<file path="config.mk">
export PLATFORM = sky130hd
export DESIGN_NAME = alu_mult_seq_flat
export DESIGN_NICKNAME = d
export VERILOG_FILES = /design/src/rtl/alu_mult_seq_if.sv /design/src/rtl/alu_mult_seq.sv /design/src/flat_wrapper.sv
export SDC_FILE = /design/constraint.sdc
export NUM_CORES = 1
export LEC_CHECK = 0
export BUFFER_PORTS_ARGS = -buffer_cell sky130_fd_sc_hd__buf_2
export CORE_MARGIN = 2
export CORE_UTILIZATION = 49
export DETAILED_ROUTE_END_ITERATION = 6
export GPL_TIMING_DRIVEN = 0
export PLACE_DENSITY = 0.86
export RECOVER_POWER = 25
export REMOVE_ABC_BUFFERS = 1
export SETUP_SLACK_MARGIN = 0.3
export SYNTH_ARGS = -nofsm -noshare
export SYNTH_HDL_FRONTEND = slang
export SYNTH_SLANG_ARGS = --single-unit
export TNS_END_PERCENT = 30
</file>
<file path="constraint.sdc">
create_clock -name clk -period 3.8 [get_ports clk]
set_input_delay 0.57 -clock clk [delete_from_list [all_inputs] [get_ports clk]]
set_output_delay 0.57 -clock clk [all_outputs]
set_load 0.03 [all_outputs]
</file>
<file path="src/rtl/alu_mult_seq_if.sv">
// Issue-side handshake for the sequential multiplier.
// The issuer owns start/operands; the multiplier owns ready/done/product.
interface alu_mult_seq_if #(
    parameter int WIDTH = 32
);
    logic               start;
    logic [WIDTH-1:0]   a_in;
    logic [WIDTH-1:0]   b_in;
    logic               ready;
    logic               done;
    logic [2*WIDTH-1:0] product;

    modport master (
        output start, a_in, b_in,
        input  ready, done, product
    );

    modport slave (
        input  start, a_in, b_in,
        output ready, done, product
    );
endinterface

</file>
<file path="src/rtl/alu_mult_seq.sv">
// Shift-add 32x32 unsigned multiplier that borrows the shared ALU.
// One ALU add per cycle; the 33-bit sum is shifted into {hi,lo}.
module alu_mult_seq #(
    parameter int WIDTH = 32
) (
    input  logic             clk,
    input  logic             rst_n,
    alu_mult_seq_if.slave    m,
    output logic [WIDTH-1:0] alu_a,
    output logic [WIDTH-1:0] alu_b,
    output logic [2:0]       alu_cmd,
    input  logic [WIDTH-1:0] alu_out,
    input  logic             alu_carryout
);
    localparam int CW = $clog2(WIDTH);
    localparam logic [CW-1:0] LAST = CW'(WIDTH - 1);

    typedef enum logic [1:0] {
        IDLE,
        RUN,
        DONE
    } state_t;

    state_t           state;
    logic [WIDTH-1:0] hi;
    logic [WIDTH-1:0] lo;
    logic [WIDTH-1:0] mcand;
    logic [CW-1:0]    count;
    logic             ready_q;
    logic             done_q;

    always_ff @(posedge clk) begin
        if (!rst_n) begin
            state   <= IDLE;
            hi      <= '0;
            lo      <= '0;
            mcand   <= '0;
            count   <= '0;
            ready_q <= 1'b1;
            done_q  <= 1'b0;
        end else begin
            unique case (state)
                IDLE: begin
                    if (m.start) begin
                        hi      <= '0;
                        lo      <= m.b_in;
                        mcand   <= m.a_in;
                        count   <= '0;
                        ready_q <= 1'b0;
                        state   <= RUN;
                    end
                end
                RUN: begin
                    // carry lands in hi's MSB, sum LSB shifts into lo
                    {hi, lo} <= {alu_carryout, alu_out, lo[WIDTH-1:1]};
                    count    <= count + CW'(1);
                    if (count == LAST) begin
                        done_q <= 1'b1;
                        state  <= DONE;
                    end
                end
                DONE: begin
                    done_q  <= 1'b0;
                    ready_q <= 1'b1;
                    state   <= IDLE;
                end
                default: begin
                    done_q  <= 1'b0;
                    ready_q <= 1'b1;
                    state   <= IDLE;
                end
            endcase
        end
    end

    assign m.ready   = ready_q;
    assign m.done    = done_q;
    assign m.product = {hi, lo};

    // ALU sees zero on b outside RUN so it idles harmlessly
    assign alu_a   = hi;
    assign alu_b   = (state == RUN && lo[0]) ? mcand : '0;
    assign alu_cmd = 3'd0;
endmodule
</file>
<file path="src/flat_wrapper.sv">
// flat-port wrapper written by rule: the top's interface ports become plain ports
module alu_mult_seq_flat 
#(
    parameter int WIDTH = 32
)
  (clk, rst_n, alu_a, alu_b, alu_cmd, alu_out, alu_carryout, m_start, m_a_in, m_b_in, m_ready, m_done, m_product);
  alu_mult_seq_if #(.WIDTH(WIDTH)) m_i ();
  input  logic clk;
  input  logic rst_n;
  output logic [WIDTH-1:0] alu_a;
  output logic [WIDTH-1:0] alu_b;
  output logic [2:0] alu_cmd;
  input  logic [WIDTH-1:0] alu_out;
  input  logic alu_carryout;
  input wire logic [$bits(m_i.start)-1:0] m_start;
  input wire logic [$bits(m_i.a_in)-1:0] m_a_in;
  input wire logic [$bits(m_i.b_in)-1:0] m_b_in;
  output wire logic [$bits(m_i.ready)-1:0] m_ready;
  output wire logic [$bits(m_i.done)-1:0] m_done;
  output wire logic [$bits(m_i.product)-1:0] m_product;
  assign m_i.start = m_start;
  assign m_i.a_in = m_a_in;
  assign m_i.b_in = m_b_in;
  assign m_ready = m_i.ready;
  assign m_done = m_i.done;
  assign m_product = m_i.product;
  alu_mult_seq #(.WIDTH(WIDTH)) u_core (.clk(clk), .rst_n(rst_n), .m(m_i), .alu_a(alu_a), .alu_b(alu_b), .alu_cmd(alu_cmd), .alu_out(alu_out), .alu_carryout(alu_carryout));
endmodule
</file>
# Word level (Yosys, flattened, before mapping)
# Index checks and enable logic that the tools add are counted.
# classes
n_addsub	1
eq_ne	4
muxes	14
n_bitwise	2
n_reduce_logical	8
# ops
operator	count
one-hot mux 32 bit (2 select lines)	2
two-way mux 32 bit	3
one-hot mux 5 bit (2 select lines)	1
AND reduction 2 bit	5
adder 5 x 1 -> 5 bit, second input constant	1
== test 5 bit, second input constant	1
two-way mux 5 bit	1
two-way mux 2 bit	2
one-hot mux 1 bit (2 select lines)	2
one-hot mux 2 bit (2 select lines)	1
== test 2 x 1 -> 1 bit, second input constant	1
logical NOT 2 bit	1
two-way mux 1 bit	2
inequality test 2 x 1 -> 1 bit, second input constant	1
inequality test 2 bit, second input constant	1
NOT 1 bit	2
nonzero test 2 bit	1
logical AND 1 bit	1
# totals
register_bits	105
wordCells	36

# Longest topological paths before layout
# logic_depth
depth_word	3
ltp_mapped	6

# Least setup slack after synthesis
# OpenSTA, ideal clock, no wires.
# synth_path
kind	register to output
from	register u_core.state[0]
to	output port alu_b[10]
arrival_ps	1276
required_time_ps	3230
path_slack_ps	1954
path_stages_with_launch	5
n_path_buf	2
path_cell_list	dfxtp_1 > and2b_1 > buf_2 > clkbuf_1 > and3_1
# synth_between
elab_chain_cells	3
# synth_lines
item	line	text
start: declaration	alu_mult_seq.sv:24	state_t state;
start signal: assignment	alu_mult_seq.sv:34	state <= IDLE;
start signal: assignment	alu_mult_seq.sv:50	state <= RUN;
start signal: assignment	alu_mult_seq.sv:59	state <= DONE;
== test 2 x 1 -> 1 bit	alu_mult_seq.sv:82	assign alu_b = (state == RUN && lo[0]) ? mcand : '0;
logical AND 1 bit	alu_mult_seq.sv:82	
two-way mux 32 bit	alu_mult_seq.sv:82	
end: declaration	flat_wrapper.sv:11	output logic [WIDTH-1:0] alu_b;
# Every way passes these cells.

# Worst setup path in the final report
# layout_path
from	register u_core.state[0]
to	output port alu_b[1]
# Same word-level chain as after synthesis.

==> run metrics <==
status finished, final reports clean; Synth top area share 0.471; capturing point of the worst reg2reg path u_core.count[2]; CP startpoint kind register; vias per cell 5.33; worst reg2reg path depth 3; Area contributors post-synth dfxtp_1 (47%), nand2_1 (14%), a21oi_1 (7.6%); total grt overflow 0; unrepaired setup endpoints after global routing no; CTS H-Tree Depth 3; root buf cell clkbuf_8; CTS Buf Count 9; FP Rows 34; Chip Height 99.5 um; Ports 233; antenna-violating nets left 0; area grow syn2layout 21.7%; ratio of cells with drive above 1 in the final layout 0.265; Worst Setup End Kind output pin; DRC 0; Final period util 0.672; Top Layer Used met4; Die Width 99.5 um; routed len/inst 14.7 um; Post-CTS Setup Bufs 0; total wire length 12.5 mm; Setup Skew 0.0116 ns; dpl hpwl 8.61 mm; pin count of the biggest net entering global routing 86; M1 WL 5.05 mm; Post-Synthesis Cells 575; Clock Sinks 105; Buf+Inv Stages, Crit Path 2; placed inst area 5340 sq um; Cell variety after synth 26; Worst-path clk slew 0.10 ns; met2 WL 6.01 mm; cts repair resizes 0; total number of vias 4527; slowest CP cell dfxtp_1; crit-path cells and2b_4, buf_16, and3_1, buf_2; P_leak 2.55 nW; initial antenna violation count 1; CTS tree built; power per cell area 426 nW/um^2; DRT Pass-1 Iters 5; Clk Latency, worst-skew pair 0.36 ns; HP Start alu_out[13]; Final Wtd Congestion 0.855; Setup violations, final 0; average cell area after synthesis 7.77 sq um; Fmax 0.392 GHz; CP Max Fanout 85; VDD IR max 0.000227 V; register area share after synthesis 0.471; WP data arrival 1.98 ns; gr usage total 0.244; required time of the critical path 3.23 ns; initial DRC count 194; vias in the first global route 4265; Worst Hold Endpoint u_core.alu_a[12]; Post-Synthesis Cell Area 4470 sq um; Critical Path Source u_core.state[0]; warnings from Yosys 0; CTS max path bufs 2; CORE AREA 8760 sq um; met3 routed WL 1.30 mm; R2R Setup Slk 1.88 ns; crit path time final 2.55 ns; first-pass GRT wire length 19.8 mm; Post-layout nets 838; worst-margin pin slew 1.23 ns; Final Max Tran Viols 0; Crit Path Class register to output pin; hold path cells 3; Initial Utilization 0.510; Hold Violations, Final 0; Buffers on Ports 229; Rel. slew slack 0.177; area leader, netlist dfxtp_1; final core utilization 0.620; post-route cell area 5430 sq um; FF-to-FF Start u_core.state[0]; Fillers 800; Hold Crit Class input pin to register; CP top delay family simple AND/OR/NAND/NOR gates; max-cap viol count 0; max incr delay on CP 0.49 ns; Synth Register Bits 105; die area 9890 sq um; CTS Hold Bufs 0
## stage by stage
stage	hold slack (ns)	total power, mW	instances	setup slack (ns)	setup TNS, ns
2_1_floorplan	0.432	1.54	492	0.856	0
3_3_place_gp	0.437	1.72	829	-0.0225	-0.0225
3_5_place_dp	0.442	1.74	833	1.62	0
4_1_cts	0.415	2.34	848	1.22	0
5_1_grt	0.418	2.43	848	1.12	0
6_report	0.436	2.31	849	1.25	0
## how the worst max path moves through the flow
stage	end	slack, ns	depth (start not counted)
after detailed placement	u_core.m.ready	1.62	3
final	alu_b[1]	1.25	4
after global routing	alu_b[1]	1.12	4
after CTS	alu_b[1]	1.22	4
after global placement	alu_b[1]	-0.02	3
after floorplan	alu_b[0]	0.86	2
## kinds of logic (layout without fill, tap and decap cells)
group	count (synthesis)	in the layout	synth area share
AO/OA/AOI/OAI	138	138	0.168
flip-flops	105	105	0.471
buffers and inverters	86	249	0.115
AND/OR/NAND/NOR	243	243	0.240
other	1	4	0.000840
adder cells (fa/ha/maj)	2	2	0.00560
## state kept, by name, summed over array words and instances, names as in the netlist
name / flops
u_core.state: 2
u_core.count: 5
u_core.mcand: 32
u_core.lo: 32
u_core.alu_a: 32
u_core.m.done: 1
u_core.m.ready: 1
## worst min-delay path, delay by kind of cell
family | cells | cell delay (ns)
and+or+nand+nor | 1 | 0.04
buffers and inverters | 1 | 0.10
AOI/OAI and AO/OA | 1 | 0.05
## synth_stat cells
cell type,instances
o21ba_2,1
a211o_1,1
buf_6,3
a21oi_1,68
a31oi_1,33
a211oi_1,1
buf_2,16
o21a_1,1
clkbuf_1,27
nor3_1,2
ha_1,2
nor3b_2,1
and2b_1,1
nand2b_1,3
conb_1,1
o21ai_0,32
buf_4,39
nand3_1,36
or3_1,1
dfxtp_1,105
inv_2,1
and3_1,34
o211a_1,1
nand2_1,162
nor2_1,2
or3b_1,1
## final cells by class
type                            count  area [sq um]  area share
Antenna cell                        1          2.50    0.000461
Clock buffer                       10           128      0.0235
Clock inverter                      5          33.8     0.00622
Inverter                            1          3.75    0.000691
Multi-Input combinational cell    386          1870       0.344
Sequential cell                   105          2100       0.387
Tap cell                          108           135      0.0249
Timing Repair Buffer              233          1160       0.213
## layout by cell type (no fill, tap or decap), types with 2 or more instances in the layout
| cell type | instances |
|---|---|
| nand3_1 | 36 |
| conb_1 | 3 |
| and3_1 | 34 |
| clkbuf_1 | 58 |
| buf_12 | 2 |
| ha_1 | 2 |
| dfxtp_1 | 105 |
| buf_2 | 172 |
| clkinv_2 | 2 |
| clkbuf_8 | 9 |
| nor2_1 | 2 |
| a31oi_1 | 33 |
| nand2b_1 | 2 |
| o21ai_0 | 32 |
| nor3_1 | 2 |
| clkinvlp_4 | 2 |
| a21oi_1 | 68 |
| nand2_1 | 162 |
## report_power, final
group / internal (mW) / switching, mW / leakage [nW]
clock: 0.234 / 0.371 / 0.0781
sequential: 1.17 / 0.0577 / 0.864
combinational: 0.143 / 0.335 / 1.61
total: 1.55 / 0.764 / 2.55
## metal layers
metal | track usage | vias up
met5 | 0 | -
met4 | 0.0769 | 0
met3 | 0.0857 | 10
met2 | 0.408 | 223
met1 | 0.294 | 2066
li1 | - | 2228
No activity file was read; power rests on OpenSTA's default activity.
